### config.mk
export PLATFORM = sky130hd
export DESIGN_NAME = fetch_unit
export DESIGN_NICKNAME = d
export VERILOG_FILES = /design/src/rtl/fetch_unit.sv
export SDC_FILE = /design/constraint.sdc
export NUM_CORES = 1
export LEC_CHECK = 0
export ABC_CLOCK_PERIOD_IN_PS = 1800
export CORE_MARGIN = 1
export CORE_UTILIZATION = 41
export DETAILED_ROUTE_END_ITERATION = 10
export PLACE_DENSITY = 0.77
export REMOVE_ABC_BUFFERS = 1
export SYNTH_ARGS = -nofsm -noshare
export SYNTH_HDL_FRONTEND = slang
export SYNTH_SLANG_ARGS = --single-unit
export TNS_END_PERCENT = 5
### constraint.sdc
create_clock -name clk -period 1.8 [get_ports clk]
set_input_delay 0.36 -clock clk [delete_from_list [all_inputs] [get_ports clk]]
set_output_delay 0.36 -clock clk [all_outputs]
set_load 0.1 [all_outputs]
### src/rtl/fetch_unit.sv
// Instruction-fetch stage: owns the PC, drives InstructionMemory, fills the IF/ID register.
// Latency: instruction at pc_q=A appears on ifid_* one clock later; redirect target after 2 clocks.
// Backpressure: stall_i freezes PC and IF/ID; optional perf counters under FETCH_PERF_CNT_EN.
module fetch_unit #(
  parameter logic [31:0] RESET_PC  = 32'h0000_0000,
  parameter logic [31:0] NOP_INSTR = 32'h0000_0013
) (
  input  logic        clk,
  input  logic        rst_n,
  output logic [31:0] imem_addr,
  input  logic [31:0] imem_instr,
  input  logic        stall_i,
  input  logic        flush_i,
  input  logic        redirect_valid_i,
  input  logic [31:0] redirect_target_i,
  input  logic        halt_i,
  output logic        ifid_valid_o,
  output logic [31:0] ifid_pc_o,
  output logic [31:0] ifid_pc_plus4_o,
  output logic [31:0] ifid_instr_o,
  output logic        misaligned_o,
  output logic        halted_o
`ifdef FETCH_PERF_CNT_EN
  ,
  output logic [31:0] fetch_count_o,
  output logic [31:0] redirect_count_o
`endif
);

  typedef enum logic [1:0] {
    S_BOOT = 2'd0,
    S_RUN  = 2'd1,
    S_HALT = 2'd2
  } state_t;

  state_t      state_q, state_d;
  logic [31:0] pc_q, pc_d;
  logic        mis_q, mis_d;

  logic        ifid_valid_q, ifid_valid_d;
  logic [31:0] ifid_pc_q, ifid_pc_d;
  logic [31:0] ifid_pc4_q, ifid_pc4_d;
  logic [31:0] ifid_instr_q, ifid_instr_d;

  // Control decisions made by the FSM for this edge
  logic        redir_acc;   // redirect accepted (RUN or HALT)
  logic        fetch_fire;  // normal fetch: capture imem_instr into IF/ID
  logic        bubble;      // insert NOP bubble into IF/ID
  logic        clr_valid;   // stall+flush: only drop the valid bit

  logic [31:0] pc_plus4;
  logic [31:0] redir_pc;

  assign pc_plus4 = pc_q + 32'd4;
  assign redir_pc = {redirect_target_i[31:2], 2'b00};

  // State, PC and misalignment flag registers
  always_ff @(posedge clk or negedge rst_n) begin
    if (!rst_n) begin
      state_q <= S_BOOT;
      pc_q    <= RESET_PC;
      mis_q   <= 1'b0;
    end else begin
      state_q <= state_d;
      pc_q    <= pc_d;
      mis_q   <= mis_d;
    end
  end

  // FSM next state and per-edge fetch decision, in priority order
  always_comb begin
    state_d    = state_q;
    pc_d       = pc_q;
    redir_acc  = 1'b0;
    fetch_fire = 1'b0;
    bubble     = 1'b0;
    clr_valid  = 1'b0;
    unique case (state_q)
      S_BOOT: begin
        state_d = S_RUN;
      end
      S_RUN: begin
        if (redirect_valid_i) begin
          redir_acc = 1'b1;
          pc_d      = redir_pc;
          bubble    = 1'b1;
        end else if (halt_i) begin
          bubble  = 1'b1;
          state_d = S_HALT;
        end else if (stall_i) begin
          clr_valid = flush_i;
        end else if (flush_i) begin
          pc_d   = pc_plus4;
          bubble = 1'b1;
        end else begin
          pc_d       = pc_plus4;
          fetch_fire = 1'b1;
        end
      end
      S_HALT: begin
        // halt_i has no effect here; only a redirect restarts fetch
        if (redirect_valid_i) begin
          redir_acc = 1'b1;
          pc_d      = redir_pc;
          bubble    = 1'b1;
          state_d   = S_RUN;
        end
      end
      default: begin
        state_d = S_BOOT;
      end
    endcase
    mis_d = redir_acc && (redirect_target_i[1:0] != 2'b00);
  end

  // IF/ID next state from the FSM decision
  always_comb begin
    ifid_valid_d = ifid_valid_q;
    ifid_pc_d    = ifid_pc_q;
    ifid_pc4_d   = ifid_pc4_q;
    ifid_instr_d = ifid_instr_q;
    if (fetch_fire) begin
      ifid_valid_d = 1'b1;
      ifid_pc_d    = pc_q;
      ifid_pc4_d   = pc_plus4;
      ifid_instr_d = imem_instr;
    end else if (bubble) begin
      ifid_valid_d = 1'b0;
      ifid_instr_d = NOP_INSTR;
    end else if (clr_valid) begin
      ifid_valid_d = 1'b0;
    end
  end

  // IF/ID pipeline register
  always_ff @(posedge clk or negedge rst_n) begin
    if (!rst_n) begin
      ifid_valid_q <= 1'b0;
      ifid_pc_q    <= 32'h0;
      ifid_pc4_q   <= 32'h0;
      ifid_instr_q <= NOP_INSTR;
    end else begin
      ifid_valid_q <= ifid_valid_d;
      ifid_pc_q    <= ifid_pc_d;
      ifid_pc4_q   <= ifid_pc4_d;
      ifid_instr_q <= ifid_instr_d;
    end
  end

`ifdef FETCH_PERF_CNT_EN
  logic [31:0] fetch_cnt_q, redir_cnt_q;

  // Free-running wrap-around event counters
  always_ff @(posedge clk or negedge rst_n) begin
    if (!rst_n) begin
      fetch_cnt_q <= 32'h0;
      redir_cnt_q <= 32'h0;
    end else begin
      if (fetch_fire) fetch_cnt_q <= fetch_cnt_q + 32'd1;
      if (redir_acc)  redir_cnt_q <= redir_cnt_q + 32'd1;
    end
  end

  assign fetch_count_o    = fetch_cnt_q;
  assign redirect_count_o = redir_cnt_q;
`endif

  assign imem_addr       = pc_q;
  assign ifid_valid_o    = ifid_valid_q;
  assign ifid_pc_o       = ifid_pc_q;
  assign ifid_pc_plus4_o = ifid_pc4_q;
  assign ifid_instr_o    = ifid_instr_q;
  assign misaligned_o    = mis_q;
  assign halted_o        = (state_q == S_HALT);

endmodule

; ---- After elaboration in Yosys (flattened, before gate mapping)
; Cells that the tools add are included.
[op_classes]
n_addsub = 1
n_eq_ne = 7
mux = 30
n_reduce_logical = 9
[op_table]
columns = cell, count
row1 = 2-to-1 mux 32 bit, 6
row2 = case mux 32 bit (2 select lines), 1
row3 = "adder 32 x 3 -> 32 bit, second input constant", 1
row4 = 2-to-1 mux 1 bit, 18
row5 = 2-to-1 mux 2 bit, 3
row6 = "!= test 2 bit, second input constant", 3
row7 = "!= test 3 bit, second input constant", 2
row8 = case mux 2 bit (3 select lines), 1
row9 = nonzero test 2 bit, 3
row10 = AND reduction 4 bit, 1
row11 = AND reduction 3 bit, 1
row12 = nonzero test 3 bit, 1
row13 = "== test 2 x 1 -> 1 bit, second input constant", 1
row14 = "== test 2 bit, second input constant", 1
row15 = logical NOT 2 bit, 1
row16 = case mux 1 bit (2 select lines), 1
row17 = OR reduction 2 bit, 1
row18 = logical AND 1 bit, 1
[word_totals]
reg_bits = 132
in_bits = 70
output_inout_bits = 131
word_cells = 54

; ---- Depth between registers and ports, before layout
[logic_depth]
depth_word = 7
depth_mapped = 10
depth_no_buf = 7

; ---- Least setup slack after synthesis
; No wires, ideal clock.
[synth_timing]
path_type = flip-flop to flip-flop
start = register state_q[0]
end = register ifid_instr_q[21], in the netlist ifid_instr_o[21]
setup_ns = 0.123
t_arrival_ns = 2.610
t_required_ns = 1.677
slack_ns = -0.933
stages_incl_launch_ff = 11
n_path_buf = 4
synth_period_minus_slack_ns = 2.733
cell_sequence = dfrtp_1 -> inv_1 -> ha_1 -> buf_2 -> or2_2 -> clkbuf_1 -> o211ai_1 -> and2_4 -> buf_6 -> buf_6 -> a22o_1
[synth_via]
elab_chain_len = 3
elab_cells_between_ends = 6
classes_between = eq/ne: 2 / mux: 3 / reduce/logical: 1
[synth_rtl]
columns = element, line
row1 = start: declaration, 36  ; state_t state_q, state_d;
row2 = start signal: assignment, 64  ; state_q <= state_d;
row3 = == test 2 bit, --
row4 = via halted_o, 22  ; output logic halted_o
row5 = case mux 1 bit (2 select lines), 78  ; unique case (state_q)
row6 = nonzero test 2 bit (no source line), --
row7 = end signal: assignment, 146  ; ifid_instr_q <= ifid_instr_d;
row8 = end: declaration, 43  ; logic [31:0] ifid_instr_q, ifid_instr_d;
; The timed path passes the listed nets, and every way through them passes these cells.
; A chain may end at the register's enable or synchronous reset.

; ---- Worst setup path after layout
[layout_timing]
start = register pc_q[2], in the netlist imem_addr[2]
end = register pc_q[20], in the netlist imem_addr[20]
[layout_via]
elab_chain_len = 5
[layout_rtl]
columns = element, line
row1 = start: declaration, 37  ; logic [31:0] pc_q, pc_d;
row2 = start signal: assignment, 65  ; pc_q <= pc_d;
row3 = adder 32 x 3 -> 32 bit, 54  ; assign pc_plus4 = pc_q + 32'd4;
row4 = 2-to-1 mux 32 bit, 90  ; end else if (stall_i) begin
row5 = 2-to-1 mux 32 bit, 87  ; end else if (halt_i) begin
row6 = 2-to-1 mux 32 bit, 83  ; if (redirect_valid_i) begin
row7 = case mux 32 bit (2 select lines), 78
; Every way passes these cells. The select of a mux whose other input is x is not followed.

==> reports/qor.csv <==
metric;value;unit
CTS root buffer;clkbuf_16;
yosys warns;0;
drt initial violations;389;
register bit total from synthesis;126;
nets@finish;921;
Main synth FF type;dfrtp_1;
initial antenna violation count;0;
port bufs;194;
worst skew pair latency;420;ps
clock tree from TritonCTS;built;
# IOs;201;
total wire length;18100;um
failing checks;negative setup slack;
Worst Reg-to-Reg Cells;7;
Die H;121;um
hold crit path type;input pin to async pin;
clk sink count;126;
synthesized cell area;5790;um^2
DRC;0;
EDFF count, synth;0;
Die X;121;um
Final Skew;7.92;ps
Finish-stage setup viols;9;
die footprint;14600;um^2
row cnt;43;
Final period util;1.02;
min cycle time layout;1840;ps
first-pass GRT wire length;29300;um
Synth async-reset ratio;1.00;
Util after Layout;0.752;
reg2reg setup slack;-40;ps
PnR worst setup slack;-35.3;ps
CTS Buffer Depth;2;
Setup Crit Path Kind;flip-flop to flip-flop;
Clock transition at path regs;60;ps
Antenna Nets Post-Route;0;
largest net degree at the start of global routing;44;
Req. time, crit path;2090;ps
core area;13800;um^2
H-Tree Depth;4;
setup TNS;-107;ps
number of global-route vias before repair;5835;
worst slack, placed;-252;ps
MaxCap Viol Count;0;
routability congestion estimate;0.797;
status;complete, but fails checks;
CP Launch Type;flip-flop;
TritonCTS Buffers;17;
Final Slew Violations;0;
R2R Path Start;imem_addr[2];
Post-Syn Area per Cell;9.58;um^2
crit end category;flip-flop;
share of cells above drive strength 1;0.316;
RSZ-0062 raised after global routing;yes;
drt wl/cell;17.4;um
DR vias;5597;
Final Hold Viols;0;
reg2reg end;imem_addr[20];
Fin Hold WS;432;ps
top fanout value on the critical path;7;
first-pass detailed-route iteration total;4;
vias per cell;5.38;
Tot GR Track Use;0.261;
Initial Utilization;0.419;
antenna cells;0;
Worst Path Arrival;2130;ps
Remaining Overflow, GRT;0;
synthesis-to-layout area growth;79.6;%
Yosys cell types;47;
register area share after synthesis;0.545;
Fmax;545;MHz
placed wire-length estimate;12500;um
Mapped Cells;604;
[sequential cells by signal, indices dropped and copies added, names as in the netlist]
signal and flops:
ifid_pc_o 30, state_q 2, ifid_pc_plus4_o 30, imem_addr 30, ifid_valid_o 1, ifid_instr_o 32, misaligned_o 1
[metal layers]
layer,global-route usage,vias up,share of wire
li1,-,2579,-
met1,0.305,2748,0.39
met2,0.443,233,0.52
met3,0.0717,37,0.064
met4,0.121,0,0.029
met5,0,-,0
[placed cells by master (no fill, tap or decap), drive strengths merged, types with 2 or more instances in the layout]
master / instances
clkbuf: 19
nor4: 3
nand4: 9
or3: 2
or2: 3
nor3: 7
buf: 200
nand3: 15
clkdlybuf4s50: 68
and2: 4
a2bb2oi: 19
o22ai: 18
dfstp: 3
dfrtp: 123
o211ai: 3
bufinv: 2
clkinvlp: 3
xor2: 19
o21ai: 46
nand2b: 2
and3: 5
clkinv: 8
and4: 2
inv: 10
o21a: 2
a22o: 29
conb: 6
a31oi: 3
a21oi: 32
ha: 4
nand2: 150
nor2: 21
o22a: 3
xnor2: 9
[synthesized netlist by cell type, drive strengths merged (2+ instances only)]
cell / count / share of area
nand2b: 2 / 0.0022
nand4: 9 / 0.0097
a21oi: 32 / 0.028
or3: 2 / 0.0022
o21ai: 46 / 0.040
or2: 3 / 0.0032
dfrtp: 123 / 0.53
clkbuf: 32 / 0.021
nor3: 7 / 0.0099
and3: 5 / 0.0054
buf: 20 / 0.022
o21a: 2 / 0.0026
o22ai: 18 / 0.019
nand2: 150 / 0.097
and2: 2 / 0.0026
nor4: 3 / 0.0043
o22a: 3 / 0.0045
and4: 2 / 0.0030
nand3: 15 / 0.015
a2bb2oi: 19 / 0.029
a31oi: 3 / 0.0032
inv: 10 / 0.0065
nor2: 21 / 0.014
xnor2: 9 / 0.014
a22o: 29 / 0.044
xor2: 19 / 0.029
ha: 4 / 0.0086
o211ai: 3 / 0.0039
dfstp: 3 / 0.014
[worst max path at each step]
stage | from | to | slack, ps
after floorplan | state_q[1] | ifid_instr_o[10] | -3450
after global placement | halt_i | ifid_instr_o[13] | -200
after detailed placement | halt_i | ifid_instr_o[31] | -250
after CTS | state_q[0] | halted_o | -20
after global routing | imem_addr[3] | imem_addr[20] | -140
final | imem_addr[2] | imem_addr[20] | -40
[cells by family (layout without fill, tap and decap cells)]
kind of cell    count (synthesis)  after routing  share of synthesized area
simple gates                  222            224                      0.169
compound gates                161            161                      0.184
flops                         126            126                      0.545
buf+inv                        62            311                     0.0497
xor+xnor                       28             28                     0.0424
fa+ha+maj                       4              4                    0.00865
other cells                     1              6                   0.000648
[per-stage QoR]
stage,instance area [um^2],instances
6_report,10400,1040
3_5_place_dp,9620,999
3_3_place_gp,9620,999
2_1_floorplan,5560,557
5_1_grt,10400,1040
4_1_cts,10300,1037
[critical path: stages (launching register included)]
cell,delay [ps]
dfrtp_1,380
ha_2,210
nand3_2,130
nor3_4,270
buf_6,170
nand4_1,180
o22ai_1,270
a2bb2oi_2,90
[final cells by class]
| type | instances | area (um^2) |
|---|---|---|
| inverters | 10 | 37.5 |
| fillers | 849 | 3430 |
| clock buffers | 19 | 443 |
| repair buffers | 269 | 3890 |
| clock inverters | 13 | 123 |
| well taps | 180 | 225 |
| multi-input cells | 423 | 2520 |
| flip-flops and latches | 126 | 3160 |
[timing repair]
action                                  4_1_cts  5_1_grt
pin swaps                                     3       18
endpoints found under the hold margin        39        0
endpoints found under the setup margin       77      124
setup buffers                                 3        3
resized for setup                            12       30
cloned                                        2        0
hold buffers                                  1        0
Power is left out: the tool's default activity adds up to more than one toggle a clock period on the data nets, which glitch-free logic cannot reach.
